## src/rtl/mem_responder_pkg.sv

```systemverilog
// Shared definitions for the memory responder: command codes, address map,
// controller states and the address decode helper.
package mem_responder_pkg;

  localparam int ADDR_W = 9;
  localparam int LED_W  = 8;
  localparam int SW_W   = 8;

  typedef enum logic [1:0] {
    MNONE    = 2'b00,
    MREAD    = 2'b01,
    MWRITE   = 2'b10,
    MILLEGAL = 2'b11
  } mem_cmd_e;

  localparam logic [ADDR_W-1:0] RAM_BASE = 9'h000;
  localparam logic [ADDR_W-1:0] LED_ADDR = 9'h100;
  localparam logic [ADDR_W-1:0] SW_ADDR  = 9'h140;

  typedef enum logic {
    ST_INIT  = 1'b0,
    ST_SERVE = 1'b1
  } state_e;

  typedef enum logic [1:0] {
    RGN_RAM,
    RGN_LED,
    RGN_SW,
    RGN_NONE
  } region_e;

  function automatic region_e addr_region(input logic [ADDR_W-1:0] addr,
                                          input int unsigned ram_words);
    region_e rgn;
    rgn = RGN_NONE;
    if (32'(addr - RAM_BASE) < ram_words) rgn = RGN_RAM;
    else if (addr == LED_ADDR)            rgn = RGN_LED;
    else if (addr == SW_ADDR)             rgn = RGN_SW;
    return rgn;
  endfunction

endpackage

```

## src/rtl/mem_responder_ram_256x16.sv

```systemverilog
// Single-port RAM with synchronous write and registered (enabled) read.
// Contents are never reset; the owner zeroes them after reset.
module ram_256x16 #(
  parameter int RAM_WORDS = 256,
  parameter int DATA_W    = 16,
  parameter int AW        = $clog2(RAM_WORDS)
) (
  input  logic              clk,
  input  logic              we,
  input  logic              re,
  input  logic [AW-1:0]     addr,
  input  logic [DATA_W-1:0] wdata,
  output logic [DATA_W-1:0] rdata
);

  logic [DATA_W-1:0] mem [RAM_WORDS];

  always_ff @(posedge clk) begin
    if (we) mem[addr] <= wdata;
    if (re) rdata <= mem[addr];
  end

endmodule

```

## src/rtl/mem_responder.sv

```systemverilog
// Memory-mapped responder: RAM, LED register and synchronized switch port,
// with a post-reset RAM clear sequence and a sticky error flag.
module mem_responder
  import mem_responder_pkg::*;
#(
  parameter int RAM_WORDS = 256,
  parameter int DATA_W    = 16
) (
  input  logic              clk,
  input  logic              reset,
  input  logic [1:0]        mem_cmd,
  input  logic [ADDR_W-1:0] mem_addr,
  input  logic [DATA_W-1:0] write_data,
  input  logic [SW_W-1:0]   sw,
  output logic [DATA_W-1:0] read_data,
  output logic              read_valid,
  output logic [LED_W-1:0]  led,
  output logic              busy,
  output logic              err
);

  localparam int            AW       = $clog2(RAM_WORDS);
  localparam logic [AW-1:0] CLR_LAST = AW'(RAM_WORDS - 1);

  state_e            state, state_nxt;
  logic [AW-1:0]     clr_cnt, clr_cnt_nxt;
  region_e           region;
  logic              rd_fire, led_we, err_set;
  logic              ram_we, ram_re;
  logic [AW-1:0]     ram_addr;
  logic [DATA_W-1:0] ram_wdata, ram_rdata, reg_word;
  logic [SW_W-1:0]   sw_p0, sw_p1;
  logic              vld_p1, rd_ram_p1;
  logic [DATA_W-1:0] rd_reg_p1;

  assign region = addr_region(mem_addr, RAM_WORDS);

  always_ff @(posedge clk or negedge reset) begin
    if (!reset) begin
      state   <= ST_INIT;
      clr_cnt <= '0;
    end else begin
      state   <= state_nxt;
      clr_cnt <= clr_cnt_nxt;
    end
  end

  // The RAM port belongs to the clear sequencer in INIT, to the command path in SERVE.
  always_comb begin
    state_nxt   = state;
    clr_cnt_nxt = clr_cnt;
    rd_fire     = 1'b0;
    led_we      = 1'b0;
    err_set     = 1'b0;
    ram_we      = 1'b0;
    ram_re      = 1'b0;
    ram_addr    = AW'(mem_addr - RAM_BASE);
    ram_wdata   = write_data;
    unique case (state)
      ST_INIT: begin
        ram_we    = 1'b1;
        ram_addr  = clr_cnt;
        ram_wdata = '0;
        if (clr_cnt == CLR_LAST) state_nxt = ST_SERVE;
        else                     clr_cnt_nxt = clr_cnt + AW'(1);
        if (mem_cmd_e'(mem_cmd) != MNONE) err_set = 1'b1;
      end
      ST_SERVE: begin
        unique case (mem_cmd_e'(mem_cmd))
          MREAD: begin
            rd_fire = 1'b1;
            if (region == RGN_RAM)  ram_re  = 1'b1;
            if (region == RGN_NONE) err_set = 1'b1;
          end
          MWRITE: begin
            unique case (region)
              RGN_RAM: ram_we  = 1'b1;
              RGN_LED: led_we  = 1'b1;
              default: err_set = 1'b1;
            endcase
          end
          MILLEGAL: err_set = 1'b1;
          default:  ;
        endcase
      end
      default: state_nxt = ST_INIT;
    endcase
  end

  always_comb begin
    reg_word = '0;
    unique case (region)
      RGN_LED: reg_word = DATA_W'(led);
      RGN_SW:  reg_word = DATA_W'(sw_p1);
      default: reg_word = '0;
    endcase
  end

  ram_256x16 #(
    .RAM_WORDS(RAM_WORDS),
    .DATA_W   (DATA_W),
    .AW       (AW)
  ) u_ram (
    .clk  (clk),
    .we   (ram_we),
    .re   (ram_re),
    .addr (ram_addr),
    .wdata(ram_wdata),
    .rdata(ram_rdata)
  );

  // Stage p0/p1: switch synchronizer and read response registers.
  always_ff @(posedge clk or negedge reset) begin
    if (!reset) begin
      sw_p0     <= '0;
      sw_p1     <= '0;
      vld_p1    <= 1'b0;
      rd_ram_p1 <= 1'b0;
      rd_reg_p1 <= '0;
      led       <= '0;
      err       <= 1'b0;
    end else begin
      sw_p0  <= sw;
      sw_p1  <= sw_p0;
      vld_p1 <= rd_fire;
      if (rd_fire) begin
        rd_ram_p1 <= (region == RGN_RAM);
        rd_reg_p1 <= reg_word;
      end
      if (led_we)  led <= write_data[LED_W-1:0];
      if (err_set) err <= 1'b1;
    end
  end

  // Both sources are registers that only change on an accepted read, so the mux output holds.
  assign read_data  = rd_ram_p1 ? ram_rdata : rd_reg_p1;
  assign read_valid = vld_p1;
  assign busy       = (state == ST_INIT);

endmodule

```

## config.mk

```make
export PLATFORM = sky130hd
export DESIGN_NAME = mem_responder
export DESIGN_NICKNAME = d
export VERILOG_FILES = /design/src/rtl/mem_responder_pkg.sv /design/src/rtl/mem_responder_ram_256x16.sv /design/src/rtl/mem_responder.sv
export SDC_FILE = /design/constraint.sdc
export NUM_CORES = 2
export LEC_CHECK = 0
export BUFFER_PORTS_ARGS = -buffer_cell sky130_fd_sc_hd__buf_2
export CAP_MARGIN = 20
export CORE_MARGIN = 2
export CORE_UTILIZATION = 57
export CTS_CLUSTER_SIZE = 30
export DETAILED_ROUTE_END_ITERATION = 12
export GPL_TIMING_DRIVEN = 1
export HOLD_SLACK_MARGIN = 0.15
export MAX_ROUTING_LAYER = met4
export PLACE_DENSITY = 0.78
export SYNTH_ARGS = -nofsm -noshare
export SYNTH_HDL_FRONTEND = slang
export SYNTH_SLANG_ARGS = --single-unit
```

## constraint.sdc

```tcl
create_clock -name clk -period 5.7 [get_ports clk]
set_input_delay 0.855 -clock clk [delete_from_list [all_inputs] [get_ports clk]]
set_output_delay 0.855 -clock clk [all_outputs]
set_load 0.03 [all_outputs]
```

==> metrics <==
synth warn 0; Crit Path Max Fanout 48; most common cell in the netlist edfxtp_1; crit path from state; dpl cell area 167,000 µm²; final hold vios 0; First-pass DRT Iterations 8; register area 125,000 µm²; max-cap violations 0; most used flip-flop cell after synthesis edfxtp_1; syn nets 7,449; setup TNS 0 ns; Worst-Margin Slew 1.49 ns; GRT Util Overall 0.315; Final min period 4.90 ns; RR Endpoint u_ram.mem[84][12]; Final Slew Violations 0; Reg2Reg Depth 8; CTS root buf clkbuf_16; Post-route DRC 0; Distinct cells, synth 47; Layout Area Growth over Synthesis 13.4%; f_max 204 MHz; Vias/cell 7.00; input/output buffers 63; Synth Instances 7,407; Peak VDD IR 0.248 mV; PD cells 331 nW/µm²; Area contributors post-synth edfxtp_1, mux4_2, nand2_1; Slew HR 0.00974; end point of the critical path u_ram.mem[84][12]; die area 282,000 µm²; Setup crit end kind flop; initial antenna violation count 24; mux contribution to synthesized area 0.147; H-tree levels 5; # setup viols final 0; Layout fillers 16,500; status finished, final reports clean; unrepaired setup endpoints after global routing false; Post-synth EDFFs 4,112; CP startpoint kind flop; core area 276,000 µm²; area occupied by multi-input gates 32,300 µm²; TritonCTS buffer count 395; final worst-path setup slack 0.798 ns; row cnt 193; Reg clk slew, reported paths 0.06 ns; Die Width 531 µm; WL/cell 36.2 µm; vias in the first global route 83,300; r2r setup slk 0.80 ns; Final Cell Area 180,000 µm²; Synth Area in XOR/XNOR 0.000331; insertion delay to the later sink of the worst-skew pair 0.96 ns; clock buffer depth 4; simple-gate share of the synthesized area 0.0342; dpl ws 0.697 ns; top-area cell type share of the netlist area 0.779; clk sinks 4,156; combinational family with the most area after synthesis multiplexers; hpwl dp 243,000 µm; CP arrival 5.52 ns; DRT iter0 DRCs 15,100; Die H 531 µm; pin count of the biggest net entering global routing 217; Initial Util 0.573; # resized after CTS 0; #FFs+latches synth 4,156; Tcrit/Tclk final 0.860; adder-cell share of the synthesized area 0.000395; critical path required time 6.32 ns; Max Clock Skew 0.0728 ns; first-pass GRT wire length 615,000 µm; Critical R2R Launch state; Crit Path Class reg -> reg; mapped cell area 159,000 µm²; top cells by instance count after synthesis edfxtp_1, nand2_1, mux4_2; TritonCTS clock tree yes; top cell type by total area after synthesis edfxtp_1; I/O Pins 64; fraction of the mapped netlist area in compound gates 0.0200; Layout Nets 8,039; Synth Area per Inst 21.4 µm²; post-CTS setup buffer count 0; DRT Wirelength 437,000 µm; utilization after layout 0.650; P_leak 47.6 nW; sequential element share of the synthesized area 0.786; Worst Hold Class in -> reg; Routed Antenna Nets 0; CTS Hold Bufs 14; total gr overflow 0; vias after detailed routing 84,300; Async SR Flop Fraction 0.0106; routability cong. 0.933; layout cells sized above 1 0.273
[worst max-delay path: stages, from the launching register on]
cell	delay, ns
dfrtp_2	0.42
buf_4	0.47
clkinv_1	0.48
o32ai_4	0.43
buf_12	0.22
buf_4	0.59
nand2_2	0.77
nor2_1	0.80
buf_4	0.33
[through the flow]
| step | cells | power [mW] | hold slack, ns |
|---|---|---|---|
| 6_report | 12000 | 59.5 | 0.172 |
| 5_1_grt | 12000 | 60.7 | 0.154 |
| 4_1_cts | 12000 | 59.6 | 0.158 |
| 3_5_place_dp | 11300 | 33.7 | 0.335 |
| 3_3_place_gp | 11300 | 33.7 | 0.334 |
| 2_1_floorplan | 7407 | 33.7 | 0.331 |
[cells in the final DEF, fill, tap and decap left out, types with 18 or more instances in the layout]
master	count
nand2_1	1041
mux4_2	1024
clkbuf_1	72
clkinv_1	87
clkbuf_16	397
dfrtp_1	43
a41oi_1	256
clkinv_2	75
buf_2	65
o41ai_1	32
buf_12	61
edfxtp_1	4112
bufinv_16	49
buf_4	477
mux2_2	18
diode_2	26
nor2_1	270
[flip-flops by register name, indices dropped and copies added (netlist names), 8 cells and up]
| register | flops |
|---|---|
| u_ram.mem | 4096 |
| clr_cnt | 8 |
| led | 8 |
| sw_p0 | 8 |
| sw_p1 | 8 |
| rd_reg_p1 | 8 |
| u_ram.rdata | 16 |
[final cells by class]
type,count,area share
flip-flops and latches,4156,0.693
repair buffers,622,0.0301
inverters,9,0.000188
diodes,26,0.000362
clock buffers,470,0.0568
clock inverters,241,0.0144
multi-input cells,2813,0.180
well taps,3705,0.0258
[how the worst min path moves through the flow]
stage / depth (start not counted) / end / startpoint
floorplan: 0 / sw_p1[0] / sw_p0[0]
global placement: 0 / sw_p1[7] / sw_p0[7]
detailed placement: 0 / sw_p1[6] / sw_p0[6]
CTS: 2 / led[7] / write_data[7]
global route: 2 / led[7] / write_data[7]
finish: 2 / led[7] / write_data[7]
[metal layers]
layer / routed length, µm / up-vias / GRT usage
met3: 56700 / 1368 / 0.0743
met2: 209000 / 7579 / 0.478
li1: - / 31800 / -
met4: 28900 / 0 / 0.168
met5: 0 / - / -
met1: 142000 / 43500 / 0.399
[report_power, final]
| part | switching [mW] | leakage (nW) | internal, mW |
|---|---|---|---|
| Sequential | 0.00215 | 29.4 | 33.1 |
| Clock | 11.4 | 6.27 | 15.0 |
| Combinational | 0.0260 | 11.9 | 0.0194 |
[logic make-up after synthesis]
group,after synthesis
DFF,4156
and+or+nand+nor,1399
muxes,1047
buffers and inverters,438
AOI/OAI and AO/OA,356
xor gates and xnor gates,6
adders and majority gates,5
(Power assumes the default switching activity.)
